==> src/rtl/burst_toggle_gen.sv <==
// burst_toggle_gen: multi-channel burst toggle generator with per-channel rising/falling edge output phase
module burst_toggle_gen #(
  parameter int NCH = 2,
  parameter int CNT_W = 8,
  parameter int HP_W = 4,
  parameter logic [NCH-1:0] RST_LVL = 2'b10
) (
  input  logic             clk,
  input  logic             rst,
  input  logic             start,
  input  logic             stop,
  input  logic [CNT_W-1:0] num_toggles,
  input  logic [HP_W-1:0]  half_period,
  input  logic [NCH-1:0]   init_level,
  input  logic [NCH-1:0]   edge_sel,
  output logic [NCH-1:0]   sig,
  output logic             busy,
  output logic             done
);
  typedef enum logic [1:0] {IDLE, RUN, DONE} state_t;
  state_t           state_q, state_d;
  logic [NCH-1:0]   lvl_q, lvl_d;
  logic [NCH-1:0]   fall_q, fall_d;
  logic [NCH-1:0]   es_q, es_d;
  logic [CNT_W-1:0] n_q, n_d;
  logic [CNT_W-1:0] tgl_q, tgl_d;
  logic [HP_W-1:0]  hpm1_q, hpm1_d;
  logic [HP_W-1:0]  hp_q, hp_d;
  logic             due, last;
  assign due  = hp_q == hpm1_q;
  assign last = tgl_q + CNT_W'(1) == n_q;
  // next-state, config latch and counter/level update for the rising-edge core
  always_comb begin
    state_d = state_q;
    lvl_d   = lvl_q;
    es_d    = es_q;
    n_d     = n_q;
    tgl_d   = tgl_q;
    hpm1_d  = hpm1_q;
    hp_d    = hp_q;
    case (state_q)
      IDLE: if (start && !stop) begin
        n_d     = num_toggles;
        hpm1_d  = half_period == '0 ? '0 : half_period - HP_W'(1);
        es_d    = edge_sel;
        lvl_d   = init_level;
        hp_d    = '0;
        tgl_d   = '0;
        state_d = num_toggles == '0 ? DONE : RUN;
      end
      RUN: if (stop) state_d = IDLE;
      else if (due) begin
        hp_d    = '0;
        lvl_d   = ~lvl_q;
        tgl_d   = tgl_q + CNT_W'(1);
        state_d = last ? DONE : RUN;
      end else hp_d = hp_q + HP_W'(1);
      DONE: state_d = IDLE;
      default: state_d = IDLE;
    endcase
  end
  // the falling-edge copy only follows the core while a burst is active
  always_comb fall_d = state_q != IDLE ? lvl_q : fall_q;
  // rising-edge core registers
  always_ff @(posedge clk or posedge rst) begin
    if (rst) begin
      state_q <= IDLE;
      lvl_q   <= RST_LVL;
      es_q    <= '0;
      n_q     <= '0;
      tgl_q   <= '0;
      hpm1_q  <= '0;
      hp_q    <= '0;
    end else begin
      state_q <= state_d;
      lvl_q   <= lvl_d;
      es_q    <= es_d;
      n_q     <= n_d;
      tgl_q   <= tgl_d;
      hpm1_q  <= hpm1_d;
      hp_q    <= hp_d;
    end
  end
  // falling-edge shadow of the level, giving half-cycle skew
  always_ff @(negedge clk or posedge rst) begin
    if (rst) fall_q <= RST_LVL;
    else fall_q <= fall_d;
  end
  assign sig  = (es_q & fall_q) | (~es_q & lvl_q);
  assign busy = state_q == RUN;
  assign done = state_q == DONE;
endmodule
==> config.mk <==
export PLATFORM = sky130hd
export DESIGN_NAME = burst_toggle_gen
export DESIGN_NICKNAME = d
export VERILOG_FILES = /design/src/rtl/burst_toggle_gen.sv
export SDC_FILE = /design/constraint.sdc
export NUM_CORES = 1
export LEC_CHECK = 0
export ABC_AREA = 1
export CELL_PAD_IN_SITES_DETAIL_PLACEMENT = 0
export CELL_PAD_IN_SITES_GLOBAL_PLACEMENT = 1
export CORE_AREA = 4 4 74 69
export DETAILED_ROUTE_END_ITERATION = 10
export DIE_AREA = 0 0 78 73
export PLACE_DENSITY = 0.8
export SLEW_MARGIN = 20
export SYNTH_ARGS = -nofsm -noshare
export SYNTH_HDL_FRONTEND = slang
export SYNTH_SLANG_ARGS = --single-unit
==> constraint.sdc <==
create_clock -name clk -period 2.5 [get_ports clk]
set_clock_uncertainty 0.05 [all_clocks]
set_input_delay 0.5 -clock clk [delete_from_list [all_inputs] [get_ports clk]]
set_output_delay 0.5 -clock clk [all_outputs]
set_load 0.03 [all_outputs]
==> results.cfg <==
[run_status]
status = finished, violations left
failed_checks = setup timing

[yosys]
synth-seq-cells = 32
syn-num-nets = 260
async_flop_share_pct = 100
simple_gate_portion_of_the_synthesized_area_pct = 32.8
synthesis.area_per_instance_sq_um = 7.64
netlist_top_cells_count = sky130_fd_sc_hd__nand2_1, sky130_fd_sc_hd__dfrtp_1, sky130_fd_sc_hd__inv_1
netlist_area_sq_mm = 0.00182
synthMostInstantiatedCell = sky130_fd_sc_hd__nand2_1
main_combinational_cell_family_by_area_after_synthesis = simple AND/OR/NAND/NOR gates
synth-adder-area-share_pct = 1.38
synth_largest_type_area_fraction_pct = 39.9
synth_cells = 238
ys_types = 33
netlist.top_cell.by_area = sky130_fd_sc_hd__dfrtp_1
synth_enable_flop_cells = 0
synth_top_flop_cell = sky130_fd_sc_hd__dfrtp_1
share_of_the_synthesized_netlist_area_taken_by_xor_and_xnor_gates_pct = 2.89
yosys_warnings = 0
synth_area_leaders = sky130_fd_sc_hd__dfrtp_1, sky130_fd_sc_hd__nand2_1, sky130_fd_sc_hd__nand3_1, sky130_fd_sc_hd__inv_1, sky130_fd_sc_hd__o21ai_0
synth.mux.area_fraction_pct = 0
seq_area_frac_synth_pct = 44.2
synth-compound-area-share_pct = 11.6

[floorplan]
io_pins = 24
std_cell_rows = 23
core_sq_mm = 0.00435
die_h_microns = 73
die_width_microns = 78
initial_utilization_pct = 41.9
floorplan.die_area_sq_mm = 0.00569

[timing]
max_slew_margin_pct = 73.8
slew_viol_final = 0
setup_tns_ps = -706
final_critical_path_setup_slack_ps = -416
max_slew.worst_pin.slew_ps = 388
unrepaired_setup_endpoints_after_global_routing = yes
hold-worst-slack_ps = 431
final-setup-viol-count = 2
hold_violations = 0

[cells_and_area]
layout.cell_area.non_filler_sq_mm = 0.00224
area_taken_by_flip_flops_and_latches_sq_um = 803
multiInputGateArea_sq_um = 895
final_nets = 291
num-fill-cells = 444
antenna_cells_inserted = 0
layout-drive-gt1-share_pct = 11.9
area.growth.synth_to_final_pct = 22.9

[grt]
pin_count_of_the_biggest_net_entering_global_routing = 20
grtUsageTotal_pct = 16.7
gr-total-overflow = 0
number_of_antenna_violations_at_the_first_check_in_global_routing = 0
wire_length_of_the_first_global_routing_pass_microns = 7200
via_count_of_the_first_global_routing_pass = 1522

[power]
internal-power_mw = 1.39
pwr-share-seq_pct = 38.0
leakagePower_nw = 1.05
pwr-share-comb_pct = 44.6
power.total_mw = 2.43
cellPowerDensity_mw_per_mm2 = 1090
clock_power_share_pct = 17.4
sw_frac_of_total_pct = 42.7
switchingPower_mw = 1.04
worst_supply_voltage_drop_on_vdd_mv = 0.337

[setup_path]
cp.depth = 3
r2r_setup_slack_ps = 100
endpoint = sig[1]
critical_path_arrival_ps = 2370
start_kind = register
worst_setup_startpoint = fall_q[1]
setup.worst_path.end_class = output port
cell_type_group_with_the_largest_total_delay_on_the_critical_path = flip-flops
critical_path.n_buffers_inverters = 1
timing.critical_path.slowest_stage_cell = sky130_fd_sc_hd__dfstp_2
crit_path_max_fanout = 2
required_ps = 1950
worstPathCellList = nand2_2 > o21ai_2 > buf_6
ff2ff_path_depth = 2
worst-setup-path-type = reg -> out
cp_slowest_stage_delay_ps = 530
source_of_the_worst_register_to_register_timing_path = state_q[1]
r2r-end = fall_q[0]

[place]
place.port_buffers = 23
place.detailed.hpwl_microns = 3120
finalWeightedCongestion = 0.740
post_dp_cell_area_sq_mm = 0.00213

[hold_path]
holdCritPathClass = reg -> reg

[drt]
drt-vias-per-instance = 4.71
wl_per_cell_microns = 12.3
post-route-drc-count = 0
wirelength_microns = 4090
detail_route.first_pass.iterations = 4
drt-initial-drc-count = 71
route.antenna.remaining_nets = 0
count_of_vias_placed_by_the_detailed_router = 1563

[clocking]
tritoncts = yes
cts_buffer_depth = 2
clock_latency_ps = 290
number_of_buffers_created_by_cts = 5
cts.root.buffer_cell = sky130_fd_sc_hd__clkbuf_8
cts.sinks = 32
post_cts_clock_slew_at_the_launch_and_capture_registers_of_the_worst_setup_and_hold_paths_ps = 50
postCtsHoldBufs = 0
clock_tree.htree_level_count = 2

[run]
drv.max_cap_violation_count = 0
[cell type report]
| type | count | area share [%] |
|---|---|---|
| Multi-Input combinational cell | 175 | 40.0 |
| Clock buffer | 6 | 3.69 |
| Clock inverter | 3 | 0.616 |
| Timing Repair Buffer | 27 | 11.8 |
| Sequential cell | 32 | 35.9 |
| Tap cell | 62 | 3.47 |
| Inverter | 27 | 4.53 |
[power groups by stage]
stage / logic [mW] / registers, mW / clock network, mW
floorplan: 0.847 / 0.885 / 0.00501
global placement: 1.07 / 0.925 / 0.00501
detailed placement: 1.08 / 0.931 / 0.00501
CTS: 1.10 / 0.922 / 0.439
global route: 1.25 / 0.962 / 0.466
finish: 1.09 / 0.925 / 0.423
[state kept, by name (all words and copies together) (netlist names)]
register and flops:
lvl_q 2, es_q 2, fall_q 2, tgl_q 8, hpm1_q 4, state_q 2
n_q 8, hp_q 4
[worst reg2reg max path: stages, from the launching register on]
cell,delay [ps]
sky130_fd_sc_hd__dfrtp_1,440
sky130_fd_sc_hd__nor2_1,330
sky130_fd_sc_hd__o21ai_0,160
[routing by layer]
metal / vias up / share of wire, % / routed length, microns / global-route usage, %
met1: 705 / 51 / 2060 / 21.6
met5: - / 0 / 0 / 0
met3: 6 / 4.0 / 164 / 4.94
met2: 24 / 44 / 1790 / 26.1
met4: 0 / 1.7 / 70 / 6.99
li1: 828 / - / - / -
[per-stage QoR]
stage,worst slack (ps),util [%],instances
finish,-416,51.5,332
global route,-452,51.5,332
CTS,-429,51.4,332
detailed placement,-74.4,49.1,324
global placement,-76.3,49.1,324
floorplan,-1.14,-,238
[kinds of logic after synthesis]
| kind of cell | Yosys count |
|---|---|
| AND/OR/NAND/NOR | 131 |
| AO/OA/AOI/OAI | 36 |
| flip-flops | 32 |
| buffers and inverters | 31 |
| XOR/XNOR | 6 |
| adder cells (fa/ha/maj) | 2 |
[worst min path at each step]
stage	start	endpoint	slack (ps)	cells after the start
6_report	fall_q[0]	fall_q[0]	430	2
3_3_place_gp	fall_q[0]	fall_q[0]	380	2
5_1_grt	fall_q[1]	fall_q[1]	470	2
4_1_cts	fall_q[0]	fall_q[0]	420	2
2_1_floorplan	fall_q[0]	fall_q[0]	360	2
3_5_place_dp	fall_q[0]	fall_q[0]	420	2
[cells in the final DEF, fill, tap and decap left out, types with 3 or more instances in the layout]
cell	n
sky130_fd_sc_hd__nor2_1	16
sky130_fd_sc_hd__nand2_1	80
sky130_fd_sc_hd__inv_2	3
sky130_fd_sc_hd__buf_4	4
sky130_fd_sc_hd__o21ai_0	16
sky130_fd_sc_hd__xor2_1	5
sky130_fd_sc_hd__a21oi_1	3
sky130_fd_sc_hd__inv_1	25
sky130_fd_sc_hd__nor2_4	3
sky130_fd_sc_hd__dfrtp_1	29
sky130_fd_sc_hd__o21ai_2	3
sky130_fd_sc_hd__clkbuf_8	6
sky130_fd_sc_hd__o22ai_1	7
sky130_fd_sc_hd__nand3_1	19
sky130_fd_sc_hd__clkdlybuf4s50_1	21
[what timing repair did]
action                     in CTS  in global routing
gates resized for setup         2                  1
setup buffers                   0                  0
setup endpoints to repair       2                  2
pin swaps                       1                  0
No activity file was read; power rests on OpenSTA's default activity.
